**src/rtl/queue_fifo_hs_if.sv**
```systemverilog
// queue_fifo_hs_if
// Handshake bundle for queue_fifo_hs.
//   Write side: wr_valid_in and wr_data_in go from the producer to the FIFO.
//               wr_ready_out goes from the FIFO to the producer.
//   Read side:  rd_valid_out and rd_data_out go from the FIFO to the consumer.
//               rd_ready_in goes from the consumer to the FIFO.
// Handshake rule, both sides: a transfer happens on a rising clock edge
// only when valid and ready are both high in that cycle. Valid never
// depends on ready. Ready never depends on valid. The data sent with
// valid stays stable until the transfer completes.
// modports: master = producer/consumer, slave = the FIFO.
interface queue_fifo_hs_if #(
  parameter int DATA_WIDTH = 8
);
  logic                  wr_valid_in;
  logic [DATA_WIDTH-1:0] wr_data_in;
  logic                  wr_ready_out;
  logic                  rd_valid_out;
  logic [DATA_WIDTH-1:0] rd_data_out;
  logic                  rd_ready_in;

  modport master (
    output wr_valid_in, wr_data_in, rd_ready_in,
    input  wr_ready_out, rd_valid_out, rd_data_out
  );

  modport slave (
    input  wr_valid_in, wr_data_in, rd_ready_in,
    output wr_ready_out, rd_valid_out, rd_data_out
  );
endinterface

```
**src/rtl/queue_fifo_hs.sv**
```systemverilog
// queue_fifo_hs
// Circular-buffer FIFO with first-word-fall-through output. It has
// valid/ready handshakes on the write side and on the read side.
// Ports:
//   clk_in           clock; all logic runs on the rising edge
//   rst_n_in         synchronous active-low reset
//   flush_in         synchronous clear of pointers, count and overflow
//   hs               handshake bundle (slave modport)
//   count_out        number of stored words, 0..DEPTH
//   almost_full_out  high when count >= ALMOST_FULL
//   almost_empty_out high when count <= ALMOST_EMPTY
//   overflow_out     sticky; set after a write attempt while full
// DEPTH must be a power of two and at least 2, so the pointers wrap
// without any extra logic.
module queue_fifo_hs #(
  parameter int DATA_WIDTH   = 8,
  parameter int DEPTH        = 16,
  parameter int ALMOST_FULL  = DEPTH - 2,
  parameter int ALMOST_EMPTY = 2
) (
  input  logic                   clk_in,
  input  logic                   rst_n_in,
  input  logic                   flush_in,
  queue_fifo_hs_if.slave         hs,
  output logic [$clog2(DEPTH):0] count_out,
  output logic                   almost_full_out,
  output logic                   almost_empty_out,
  output logic                   overflow_out
);
  localparam int AW = $clog2(DEPTH);
  localparam int CW = AW + 1;

  logic [DATA_WIDTH-1:0] mem [DEPTH];
  logic [AW-1:0]         wp;
  logic [AW-1:0]         rp;
  logic [CW-1:0]         count;
  logic                  overflow;
  logic                  full;
  logic                  empty;
  logic                  push;
  logic                  pop;

  // Full and empty come from the count register only. The pointers are
  // equal in both states, so pointer equality cannot tell them apart.
  assign full  = (count == CW'(DEPTH));
  assign empty = (count == '0);

  // Ready is based on the registered count. A pop in the same cycle
  // therefore does not let a write into a full FIFO.
  assign push = hs.wr_valid_in && !full;
  assign pop  = hs.rd_ready_in && !empty;

  always_ff @(posedge clk_in) begin
    if (!rst_n_in) begin
      wp       <= '0;
      rp       <= '0;
      count    <= '0;
      overflow <= 1'b0;
    end else if (flush_in) begin
      wp       <= '0;
      rp       <= '0;
      count    <= '0;
      overflow <= 1'b0;
    end else begin
      if (push) wp <= wp + AW'(1);
      if (pop)  rp <= rp + AW'(1);
      case ({push, pop})
        2'b10:   count <= count + CW'(1);
        2'b01:   count <= count - CW'(1);
        default: count <= count;
      endcase
      if (hs.wr_valid_in && full) overflow <= 1'b1;
    end
  end

  // Storage is never reset. Only the pointers decide which words are live.
  always_ff @(posedge clk_in) begin
    if (rst_n_in && !flush_in && push) mem[wp] <= hs.wr_data_in;
  end

  assign hs.wr_ready_out  = !full;
  assign hs.rd_valid_out  = !empty;
  assign hs.rd_data_out   = mem[rp];
  assign count_out        = count;
  assign almost_full_out  = (count >= CW'(ALMOST_FULL));
  assign almost_empty_out = (count <= CW'(ALMOST_EMPTY));
  assign overflow_out     = overflow;
endmodule
```
**src/flat_wrapper.sv**
```systemverilog
// flat-port wrapper written by rule: the top's interface ports become plain ports
module queue_fifo_hs_flat 
#(
  parameter int DATA_WIDTH   = 8,
  parameter int DEPTH        = 16,
  parameter int ALMOST_FULL  = DEPTH - 2,
  parameter int ALMOST_EMPTY = 2
)
  (clk_in, rst_n_in, flush_in, count_out, almost_full_out, almost_empty_out, overflow_out, hs_wr_valid_in, hs_wr_data_in, hs_rd_ready_in, hs_wr_ready_out, hs_rd_valid_out, hs_rd_data_out);
  queue_fifo_hs_if #(.DATA_WIDTH(DATA_WIDTH)) hs_i ();
  input  logic clk_in;
  input  logic rst_n_in;
  input  logic flush_in;
  output logic [$clog2(DEPTH):0] count_out;
  output logic almost_full_out;
  output logic almost_empty_out;
  output logic overflow_out;
  input wire logic [$bits(hs_i.wr_valid_in)-1:0] hs_wr_valid_in;
  input wire logic [$bits(hs_i.wr_data_in)-1:0] hs_wr_data_in;
  input wire logic [$bits(hs_i.rd_ready_in)-1:0] hs_rd_ready_in;
  output wire logic [$bits(hs_i.wr_ready_out)-1:0] hs_wr_ready_out;
  output wire logic [$bits(hs_i.rd_valid_out)-1:0] hs_rd_valid_out;
  output wire logic [$bits(hs_i.rd_data_out)-1:0] hs_rd_data_out;
  assign hs_i.wr_valid_in = hs_wr_valid_in;
  assign hs_i.wr_data_in = hs_wr_data_in;
  assign hs_i.rd_ready_in = hs_rd_ready_in;
  assign hs_wr_ready_out = hs_i.wr_ready_out;
  assign hs_rd_valid_out = hs_i.rd_valid_out;
  assign hs_rd_data_out = hs_i.rd_data_out;
  queue_fifo_hs #(.DATA_WIDTH(DATA_WIDTH), .DEPTH(DEPTH), .ALMOST_FULL(ALMOST_FULL), .ALMOST_EMPTY(ALMOST_EMPTY)) u_core (.clk_in(clk_in), .rst_n_in(rst_n_in), .flush_in(flush_in), .hs(hs_i), .count_out(count_out), .almost_full_out(almost_full_out), .almost_empty_out(almost_empty_out), .overflow_out(overflow_out));
endmodule
```
**config.mk**
```make
export PLATFORM = sky130hd
export DESIGN_NAME = queue_fifo_hs_flat
export DESIGN_NICKNAME = d
export VERILOG_FILES = /design/src/rtl/queue_fifo_hs_if.sv /design/src/rtl/queue_fifo_hs.sv /design/src/flat_wrapper.sv
export SDC_FILE = /design/constraint.sdc
export NUM_CORES = 1
export LEC_CHECK = 0
export BUFFER_PORTS_ARGS = -buffer_cell sky130_fd_sc_hd__buf_2
export CORE_MARGIN = 3
export CORE_UTILIZATION = 36
export DETAILED_ROUTE_END_ITERATION = 12
export GPL_TIMING_DRIVEN = 0
export SLEW_MARGIN = 20
export SYNTH_ARGS = -nofsm -noshare
export SYNTH_HDL_FRONTEND = slang
export SYNTH_SLANG_ARGS = --single-unit
```
**constraint.sdc**
```tcl
create_clock -name clk_in -period 4.2 [get_ports clk_in]
set_input_delay 0.84 -clock clk_in [delete_from_list [all_inputs] [get_ports clk_in]]
set_output_delay 0.84 -clock clk_in [all_outputs]
set_load 0.005 [all_outputs]
```
==> results.md, run 1 <==
- Status: finished, final reports clean
- Hold Vio Cnt, Final: 0
- Initial DRC count: roughly 160
- CP startpoint kind: flop
- Global-route congestion overflow total: 0
- Clk pwr share: 0.427
- DR vias/cell: 5.04
- Width of the chip: 134 um
- Kind of critical path: flop to primary output
- Switching power: 596 uW
- Fin cells: 610
- Syn Area/Cell: 17.9 um2
- Initial core utilization: 0.371
- Post-synth cell types: 45
- Rows: 46
- YS warnings: 0
- Via count: 3073
- Pwr Density: 432 nW/um2
- RSZ-0062 raised after global routing: false
- First drt pass iteration count: 4
- Total Neg Setup Slack: 0 ps
- WP data required: 3360 ps
- Port bufs: 30
- Largest net degree at the start of global routing: 17
- First-pass GRT wire length: between 15 and 20 mm
- Relative slew slack: 0.446
- Hold Path Sink: u_core.overflow_out$_SDFFE_PP0P_
- DP Cell Count: 578
- GP Congestion: 0.763
- Root Buffer: clkbuf_16
- Worst-path fanout max: 10
- DRC viols: 0
- Register area share after synthesis: 0.708
- Die area: 18100 um2
- Final setup violation count: 0
- Final wirelength: about 12 mm
- Post-layout min period: between 3000 and 4000 ps
- Worst-path cell chain: clkbuf_1 -> mux4_2 -> a22oi_1 -> nand2_1 -> buf_2
- Vias in the first global route: 3214
- Synth Register Bits: ~150
- Worst setup margin: about 990 ps
- Worst Hold Class: flop to flop
- Initial antenna violation count: 0
- Synth Net Count: around 350
- Worst hold start: u_core.overflow_out$_SDFFE_PP0P_
- I/O Pins: 31
- Tcrit/Tclk final: 0.765
- CTS max path bufs: 2
- Slowest CP cell: clkbuf_1
- CP endpoint kind: primary output
- Area Growth Syn to Fin: 15.3%
- Max_cap viols: 0
- RR Endpoint: u_core.count_out[2]$_SDFFE_PP0P_
- Post-Place Setup Slack: about 1300 ps
- CTS buffer count: 17
- Post-route ant nets: 0
- DP HPWL: 7.82 mm
- Layout cells sized above 1: 0.251
- CTS tree: yes
- Reg2reg start: u_core.count_out[1]$_SDFFE_PP0P_
- Comb pwr share: 0.037
- Crit-path max cell delay: 540 ps
- Wire length per cell: 19.2 um
- Seq pwr share: 0.536
- R2r setup slk: roughly 1300 ps
- Worst Hold Depth: 2
- Cts repair resizes: 0
- Clock latency on the worst-skew pair: 410 ps
- Core box area: 16000 um2
- Critical Path AT: ~2400 ps
- Depth of the worst register-to-register path: 12
- Layout Skew: 9.85 ps
- Synthesized area: 5940 um2
- Setup Fix Bufs, Post-CTS: 0
- H-tree levels: 4
- Final count of pins violating max slew: 0
- Max Freq: between 300 and 400 MHz
- Die H: 134 um
- Clk sink count: 146
- Slew @ Worst Pin: about 830 ps
- Sw Ratio: 0.201
- Pint: 2360 uW
- VDD IR max: 0.000243 V
- Ant. Diodes: 0
- Final net count: 403
- Synth Instances: approximately 330
- Leakage Power: 0.00228 uW
- Hold_ws: between 400 and 500 ps
- Post-CTS Hold Buffers: 0
- All-Layer GR Usage: 0.136
- Worst-path clk slew: 60 ps
[power by group through the flow]
stage	clock network [uW]	logic, uW	registers, uW
finish	1260	110	1590
global route	1350	122	1590
CTS	1290	112	1590
detailed placement	0	112	1620
global placement	0	108	1620
floorplan	0	61.6	1620
[worst max-delay path by stage]
| stage | from | slack [ps] | endpoint |
|---|---|---|---|
| floorplan | u_core.count_out[1]$_SDFFE_PP0P_ | 1500 | u_core.count_out[2]$_SDFFE_PP0P_ |
| global placement | hs_wr_valid_in | 1300 | u_core.count_out[2]$_SDFFE_PP0P_ |
| detailed placement | hs_wr_valid_in | 1300 | u_core.count_out[2]$_SDFFE_PP0P_ |
| CTS | flop | 890 | hs_rd_data_out[6] |
| global route | flop | 840 | hs_rd_data_out[4] |
| finish | flop | 990 | hs_rd_data_out[6] |
[sequential cells by signal, summed over array words and instances (netlist names), named ones only]
register	cells
u_core.rp	4
u_core.count_out	5
u_core.wp	4
u_core.overflow_out	1
u_core.mem	128
[placed cells by master, fill, tap and decap left out, types with 9 or more instances in the layout]
master       n
and2_1      13
mux4_2      32
buf_2       37
ha_1         9
nand2_1     17
clkbuf_16   17
dfxtp_1     18
a22oi_1     16
edfxtp_1   128
nor2_1      15
clkbuf_1    12
inv_1        9
[kinds of logic after synthesis]
group / after synthesis / synth area share
flip-flops: 146 / 0.708
AND/OR/NAND/NOR: 75 / 0.0727
multiplexers: 35 / 0.126
AO/OA/AOI/OAI: 33 / 0.0440
buffers and inverters: 27 / 0.0198
adder cells (fa/ha/maj): 9 / 0.0190
XOR/XNOR: 7 / 0.0103
[synth_stat cells (all sizes together)]
| cell type | number | share of area |
|---|---|---|
| a31oi | 1 | 0.0011 |
| o2111ai | 1 | 0.0015 |
| a32oi | 1 | 0.0015 |
| a21o | 1 | 0.0013 |
| ha | 9 | 0.019 |
| nor4bb | 1 | 0.0017 |
| and4 | 1 | 0.0019 |
| or3 | 1 | 0.0011 |
| a21boi | 1 | 0.0032 |
| o21ai | 3 | 0.0044 |
| and2 | 13 | 0.014 |
| nand4b | 3 | 0.0044 |
| nor3b | 1 | 0.0013 |
| nor4 | 3 | 0.0053 |
| mux2i | 3 | 0.0051 |
| edfxtp | 128 | 0.65 |
| nor2b | 3 | 0.0032 |
| nand2 | 17 | 0.011 |
| a21oi | 3 | 0.0025 |
| nor3 | 1 | 0.00084 |
| xor2 | 5 | 0.0074 |
| or4bb | 1 | 0.0019 |
| mux4 | 32 | 0.12 |
| buf | 11 | 0.0097 |
| o211ai | 4 | 0.0051 |
| and3 | 1 | 0.0011 |
| inv | 10 | 0.0063 |
| a22oi | 16 | 0.020 |
| nand3 | 6 | 0.0051 |
| nor2 | 15 | 0.0095 |
| nand2b | 2 | 0.0021 |
| or4 | 3 | 0.0044 |
| nand4 | 2 | 0.0021 |
| a2111o | 1 | 0.0019 |
| clkbuf | 6 | 0.0038 |
| a2111oi | 1 | 0.0015 |
| xnor2 | 2 | 0.0029 |
| dfxtp | 18 | 0.061 |
| nor4b | 1 | 0.0025 |
[worst max-delay path: cells and delay by family, from the launching register on]
kind                   cells  cell delay [ps]
flip-flops                 1              490
buffers and inverters      2              680
multiplexers               1              420
AND/OR/NAND/NOR            1              120
AO/OA/AOI/OAI              1              260
[routing by layer]
| layer | vias up | track usage | wire length (um) |
|---|---|---|---|
| met5 | - | 0 | 0 |
| met4 | 0 | 0.0373 | 79 |
| met3 | 6 | 0.0435 | 798 |
| li1 | 1424 | - | - |
| met1 | 1559 | 0.181 | 5120 |
| met2 | 84 | 0.216 | 5710 |
[layout make-up]
type / count / area (um2)
inverter: 10 / 37.5
fill: 1464 / 9150
sequential: 146 / 4200
timing repair buffer: 30 / 150
buffer: 17 / 80.1
clock buffer: 23 / 448
multi-input combinational: 159 / 1620
clock inverter: 9 / 41.3
tap: 216 / 270
[per-stage QoR]
step	instance area, um2	util	power (uW)
after floorplan	5940	-	1680
after global placement	6360	0.397	1730
after detailed placement	6360	0.397	1730
after CTS	6850	0.428	2990
after global routing	6850	0.428	3060
final	6850	0.428	2960
No activity file was read; power rests on OpenSTA's default activity.
==> run 2: changes to the inputs <==
--- a/config.mk
+++ b/config.mk
@@ -5,6 +5,7 @@
 export SDC_FILE = /design/constraint.sdc
 export NUM_CORES = 1
 export LEC_CHECK = 0
+export ABC_AREA = 1
 export BUFFER_PORTS_ARGS = -buffer_cell sky130_fd_sc_hd__buf_2
 export CORE_MARGIN = 3
 export CORE_UTILIZATION = 36
==> constraint.sdc (replaced) <==
create_clock -name clk_in -period 2.86 [get_ports clk_in]
set_input_delay 0.572 -clock clk_in [delete_from_list [all_inputs] [get_ports clk_in]]
set_output_delay 0.572 -clock clk_in [all_outputs]
set_load 0.005 [all_outputs]
==> run 2 against run 1 <==
  * Sequential power rose by 49%
  * Critical path depth rose by 1
  * Synthesized cell count rose by 67%
  * First-iteration DRC count rose by 120%
  * Largest power group unchanged
  * Final area rose by 7.4%
  * Non-clock buffer count rose by 8
  * Clock-buffer cell count did not move
  * Clock skew fell by 2.5 ps
==> results.md, run 2 <==
- Total Neg Setup Slack: 0 ps
- Pwr Density: 691 nW/um2
- Final wirelength: about 15 mm
- Via count: 4181
- Setup Fix Bufs, Post-CTS: 0
- Slowest CP cell: clkbuf_1
- Synth Instances: 553
- Worst Hold Class: input pin to flop
- Most used DFF post-synth: edfxtp_1
- Clock latency on the worst-skew pair: 420 ps
- CP startpoint kind: flop
- Tcrit/Tclk final: 0.891
- YS warnings: 0
- Seq pwr share: 0.466
- DP HPWL: 10.3 mm
- Synth Register Bits: 146
- Top post-synthesis cells by count: 128 x edfxtp_1, 86 x inv_1, 64 x nand2_1, 55 x nand3_1, 47 x a21oi_1
- Synthesized area: 6350 um2
- Kind of critical path: flop to primary output
- Met1 WL: 6.95 mm
- Clk sink count: 146
- Post-synth ARST share: 0
- H-tree levels: 4
- Number of flops mapped to enable cells by yosys: 128
- Max Freq: a little under 400 MHz
- DR WL met2: a little under 7 mm
- Global-route congestion overflow total: 0
- Final count of pins violating max slew: 0
- Largest Register: u_core.mem
- Die area: 19300 um2
- GP Congestion: between 0.8 and 0.9
- Design Power: 5080 uW
- Switching power: 1220 uW
- Hold_ws: roughly 440 ps
- Post-layout min period: 2550 ps
- Ant. Diodes: 0
- Worst-path clk slew: 60 ps
- Width of the chip: 139 um
- Port bufs: 30
- Wire length per cell: ~18 um
- Post-synth cell types: 30
- Core box area: 16900 um2
- Syn Area/Cell: 11.5 um2
- CTS buffer count: 17
- Clk pwr share: 0.431
- Post-CTS Hold Buffers: 0
- Initial core utilization: 0.375
- Status: finished, final reports clean
- Synth Net Count: 575
- Leading area contributor after synthesis: edfxtp_1
- CP endpoint kind: primary output
- RSZ-0062 raised after global routing: false
- CTS max path bufs: 2
- Worst-path fanout max: 10
- Number of fillers in the final layout: approximately 1600
- WP data required: 2290 ps
- Final setup violation count: 0
- Area Growth Syn to Fin: 15.9%
- Comb pwr share: 0.103
- Root Buffer: clkbuf_16
- Register area share after synthesis: 0.662
- Post-route ant nets: 0
- I/O Pins: 31
- Cts repair resizes: 0
- Final net count: 624
- Leakage Power: 0.00276 uW
- Post-Place Setup Slack: around 280 ps
- Crit-path max cell delay: approximately 430 ps
- CTS tree: yes
- Max layer used: met4
- First drt pass iteration count: 5
- Initial antenna violation count: 0
- Worst setup margin: 312 ps
- Pint: between 3000 and 4000 uW
- VDD IR max: 0.000396 V
- Sw Ratio: 0.239
- First-pass GRT wire length: 23.6 mm
- Most common cell after layout, fill and taps aside: edfxtp_1
- WL met3: 959 um
- Worst-path cell chain: clkbuf_1 -> o21ai_0 -> nand3_1 -> nand3_1 -> nand2_1 -> buf_2
- Multi-input gate area: 1660 um2
- Die H: 139 um
- Synth top area share: 0.605
- Slew @ Worst Pin: 869 ps
- Storage element area: roughly 4200 um2
- Critical Path AT: 1980 ps
- Max_cap viols: 0
- Most frequent cells in the layout: 128 x edfxtp_1, 86 x inv_1, 64 x nand2_1, 55 x nand3_1, 47 x a21oi_1
- Initial DRC count: 359
- Relative slew slack: 0.418
- Max FFs per register: ~130
- Rows: 47
- DR vias/cell: 5.01
- Vias in the first global route: 4140
- Hold Vio Cnt, Final: 0
- All-Layer GR Usage: 0.160
- DRC viols: 0
- Cell with the most instances after synthesis: edfxtp_1
- Layout Skew: 7.38 ps
- Layout cells sized above 1: 0.172
- Largest net degree at the start of global routing: 17
- Most used cell, CP: nand3_1
- Synth top area cells: edfxtp_1 61%, dfxtp_1 5.7%, inv_1 5.1%, nand3_1 4.3%, nand2_1 3.8%
## run 2: changes by cell type after synthesis, sizes merged, moves of 10 or more
cell and change:
nor2 +11, inv +80, a21oi +44, nand3 +49, nand2 +52, and2 -13
a22oi -16, buf +10, o21ai +39, o211ai +28, mux4 -32
## run 2: final cells by class
cell class / instances / share of cell area
Multi-Input combinational cell: 292 / 0.225
Sequential cell: 146 / 0.572
Clock buffer: 23 / 0.0650
Tap cell: 220 / 0.0374
Clock inverter: 9 / 0.0141
Timing Repair Buffer: 30 / 0.0204
Inverter: 90 / 0.0463
Buffer: 25 / 0.0199
## run 2: worst max-delay path, delay by kind of cell (launching register included)
family | cells | cell delay, ps
simple gates | 3 | 410
buf+inv | 2 | 540
compound gates | 1 | 230
flops | 1 | 380
## run 2: cell families (layout without fill, tap and decap cells)
logic type | count (synthesis) | in the layout | synth area share
adders and majority gates | 9 | 9 | 0.0177
DFF | 146 | 146 | 0.662
AOI/OAI and AO/OA | 122 | 122 | 0.117
buffers and inverters | 115 | 177 | 0.0767
and+or+nand+nor | 156 | 156 | 0.119
xor gates and xnor gates | 5 | 5 | 0.00690
## run 2: power by group through the flow
| stage | sequential (uW) | clock [uW] | combinational, uW |
|---|---|---|---|
| after floorplan | 2410 | 0 | 326 |
| after global placement | 2410 | 0 | 506 |
| after detailed placement | 2410 | 0 | 522 |
| after CTS | 2370 | 2220 | 527 |
| after global routing | 2370 | 2310 | 589 |
| final | 2370 | 2190 | 525 |
## run 2: worst paths after layout
| kind | from | to | slack, ps | cells after the start |
|---|---|---|---|---|
| max | flop | hs_rd_data_out[1] | 310 | 6 |
| min | hs_wr_valid_in | u_core.overflow_out$_SDFFE_PP0P_ | 440 | 3 |
| max reg2reg | u_core.count_out[2]$_SDFFE_PP0P_ | u_core.count_out[4]$_SDFFE_PP0P_ | 500 | 16 |
| min reg2reg | u_core.overflow_out$_SDFFE_PP0P_ | u_core.overflow_out$_SDFFE_PP0P_ | 480 | 2 |
## run 2: layer usage
layer / global-route usage / vias up
met2: 0.239 / 176
met1: 0.219 / 1952
met4: 0.0705 / 0
met5: 0 / -
li1: - / 2015
met3: 0.0448 / 38
## run 2: through the flow
step | area (um2) | utilization | std cells
after floorplan | 6350 | - | 553
after CTS | 7360 | 0.434 | 835
after global placement | 6770 | 0.400 | 803
after detailed placement | 6770 | 0.400 | 803
final | 7360 | 0.434 | 835
after global routing | 7360 | 0.434 | 835
==> run 3: changes to the inputs <==
--- a/config.mk
+++ b/config.mk
@@ -5,12 +5,13 @@
 export SDC_FILE = /design/constraint.sdc
 export NUM_CORES = 1
 export LEC_CHECK = 0
-export ABC_AREA = 1
 export BUFFER_PORTS_ARGS = -buffer_cell sky130_fd_sc_hd__buf_2
 export CORE_MARGIN = 3
-export CORE_UTILIZATION = 36
+export CORE_UTILIZATION = 54
+export CTS_CLUSTER_SIZE = 20
 export DETAILED_ROUTE_END_ITERATION = 12
 export GPL_TIMING_DRIVEN = 0
+export PLACE_DENSITY = 0.75
 export SLEW_MARGIN = 20
 export SYNTH_ARGS = -nofsm -noshare
 export SYNTH_HDL_FRONTEND = slang
==> run 3 against run 2 <==
  * Fmax decreased by 8.3%
  * Flip-flop and latch count unchanged
  * Global-route usage increased by 4.6 points
  * Critical endpoint is now hs_rd_data_out[5]
  * Largest cell class unchanged
  * Largest power group unchanged
  * Worst setup slack got worse by 230 ps
==> results.md, run 3 (synthesized netlist as in run 1, its figures left out) <==
- Most frequent cells in the layout: 128 x edfxtp_1, 32 x mux4_2, 32 x buf_2, 18 x dfxtp_1, 17 x nand2_1
- Slew @ Worst Pin: 789 ps
- Area Growth Syn to Fin: 17.8%
- Worst Hold Depth: 3
- Via count: 3185
- Depth of the worst register-to-register path: 12
- Most common cell after layout, fill and taps aside: edfxtp_1
- Max Freq: between 300 and 400 MHz
- Die H: ~110 um
- DR vias/cell: about 6
- Critical Path AT: 2210 ps
- Max FFs per register: 128
- CP endpoint kind: primary output
- Initial core utilization: 0.565
- Max_cap viols: 0
- Worst-path fanout max: 10
- DP HPWL: 7.58 mm
- Hold Vio Cnt, Final: 0
- Post-layout util: 0.666
- Largest Register: u_core.mem
- Area of placed instances: 6260 um2
- CTS buffer count: 17
- Final instance area: 7000 um2
- Width of the chip: 111 um
- Wire length per cell: 22.1 um
- All-Layer GR Usage: 0.206
- Final wirelength: 11.7 mm
- VDD IR max: 0.000421 V
- Initial DRC count: approximately 240
- Status: finished, final reports clean
- CP startpoint kind: flop
- Tcrit/Tclk final: 0.972
- First-pass GRT wire length: 18.7 mm
- Hold_ws: 334 ps
- Post-route ant nets: 0
- DRC viols: 0
- Clock latency on the worst-skew pair: about 520 ps
- Largest net degree at the start of global routing: 17
- Layout Skew: 9.92 ps
- Worst Hold Class: input pin to flop
- Post-Place Setup Slack: -17.7 ps
- Layout cells sized above 1: 0.314
- Root Buffer: clkbuf_8
- Number of fillers in the final layout: 670
- Ant. Diodes: 0
- Die area: 12300 um2
- RSZ-0062 raised after global routing: false
- Final net count: 404
- Global-route congestion overflow total: 0
- GP Congestion: around 0.86
- WP data required: approximately 2300 ps
- Core box area: 10500 um2
- Relative slew slack: 0.472
- Vias in the first global route: 3259
- Final count of pins violating max slew: 0
- CTS tree: yes
- Post-layout min period: 2780 ps
- Clk sink count: 146
- Multi-input gate area: 1680 um2
- Rows: 37
- I/O Pins: 31
- CTS max path bufs: 2
- Port bufs: 30
- Final setup violation count: 0
- First drt pass iteration count: 5
- H-tree levels: 4
- Worst-path clk slew: around 60 ps
- Storage element area: 4200 um2
- Leakage Power: 0.00237 uW
- Worst setup margin: 81.0 ps
- Initial antenna violation count: 0
- Kind of critical path: flop to primary output
- Pwr Density: roughly 700 nW/um2
## run 3: changes by cell type in the layout (fill, tap and decap cells not counted), sizes merged, moves of 9 or more
cell,before,now
nand2,69,17
o211ai,32,4
and2,0,13
inv,91,10
mux4,0,32
nand3,55,6
a21oi,47,3
buf,51,42
a22oi,0,16
nor2,26,15
o21ai,42,3
## run 3: path summary, 6_finish.rpt
path | from | end | slack (ps)
setup / recovery | flop | hs_rd_data_out[5] | 80
hold / removal | hs_wr_valid_in | u_core.overflow_out$_SDFFE_PP0P_ | 330
setup reg to reg | u_core.count_out[1]$_SDFFE_PP0P_ | u_core.count_out[2]$_SDFFE_PP0P_ | 100
hold reg to reg | u_core.overflow_out$_SDFFE_PP0P_ | u_core.overflow_out$_SDFFE_PP0P_ | 490
## run 3: layer usage
layer | wire [um] | share of wire | vias up | GRT usage
met2 | 5860 | 0.50 | 126 | 0.315
met4 | 272 | 0.023 | 0 | 0.0870
met5 | 0 | 0 | - | 0
li1 | - | - | 1427 | -
met1 | 4650 | 0.40 | 1611 | 0.270
met3 | 948 | 0.081 | 21 | 0.0753
## run 3: worst max-delay path, stage by stage, from the launching register on
cell and delay (ps):
dfxtp_1 320, buf_6 150, buf_12 160, mux4_2 540
a22oi_2 280, nand2_1 90, buf_2 130
## run 3: cell type report
type                    instances  area share
repair buffers                 31      0.0225
clock buffers                  20      0.0651
flip-flops and latches        146       0.601
plain buffers                  17      0.0197
inverters                      10     0.00536
multi-input cells             159       0.239
well taps                     136      0.0243
clock inverters                12      0.0229
## run 3: repair_timing
item	in CTS	in global routing
pin swaps	1	4
setup endpoints to repair	9	10
resized for setup	18	16
hold buffers	0	0
setup buffers	1	0
## run 3: report_power, final
part	internal (uW)	total, uW	leakage [uW]	switching, uW
logic	69.0	173	0.000767	104
registers	2320	2330	0.00130	7.79
clock network	1470	2270	0.000305	795
## run 3: per-stage QoR
step | instances | power [uW] | setup TNS (ps)
6_report | 531 | 4770 | 0
5_1_grt | 531 | 4910 | 0
3_5_place_dp | 498 | 2540 | -17.7
4_1_cts | 531 | 4800 | 0
3_3_place_gp | 498 | 2530 | 0
2_1_floorplan | 332 | 2470 | 0
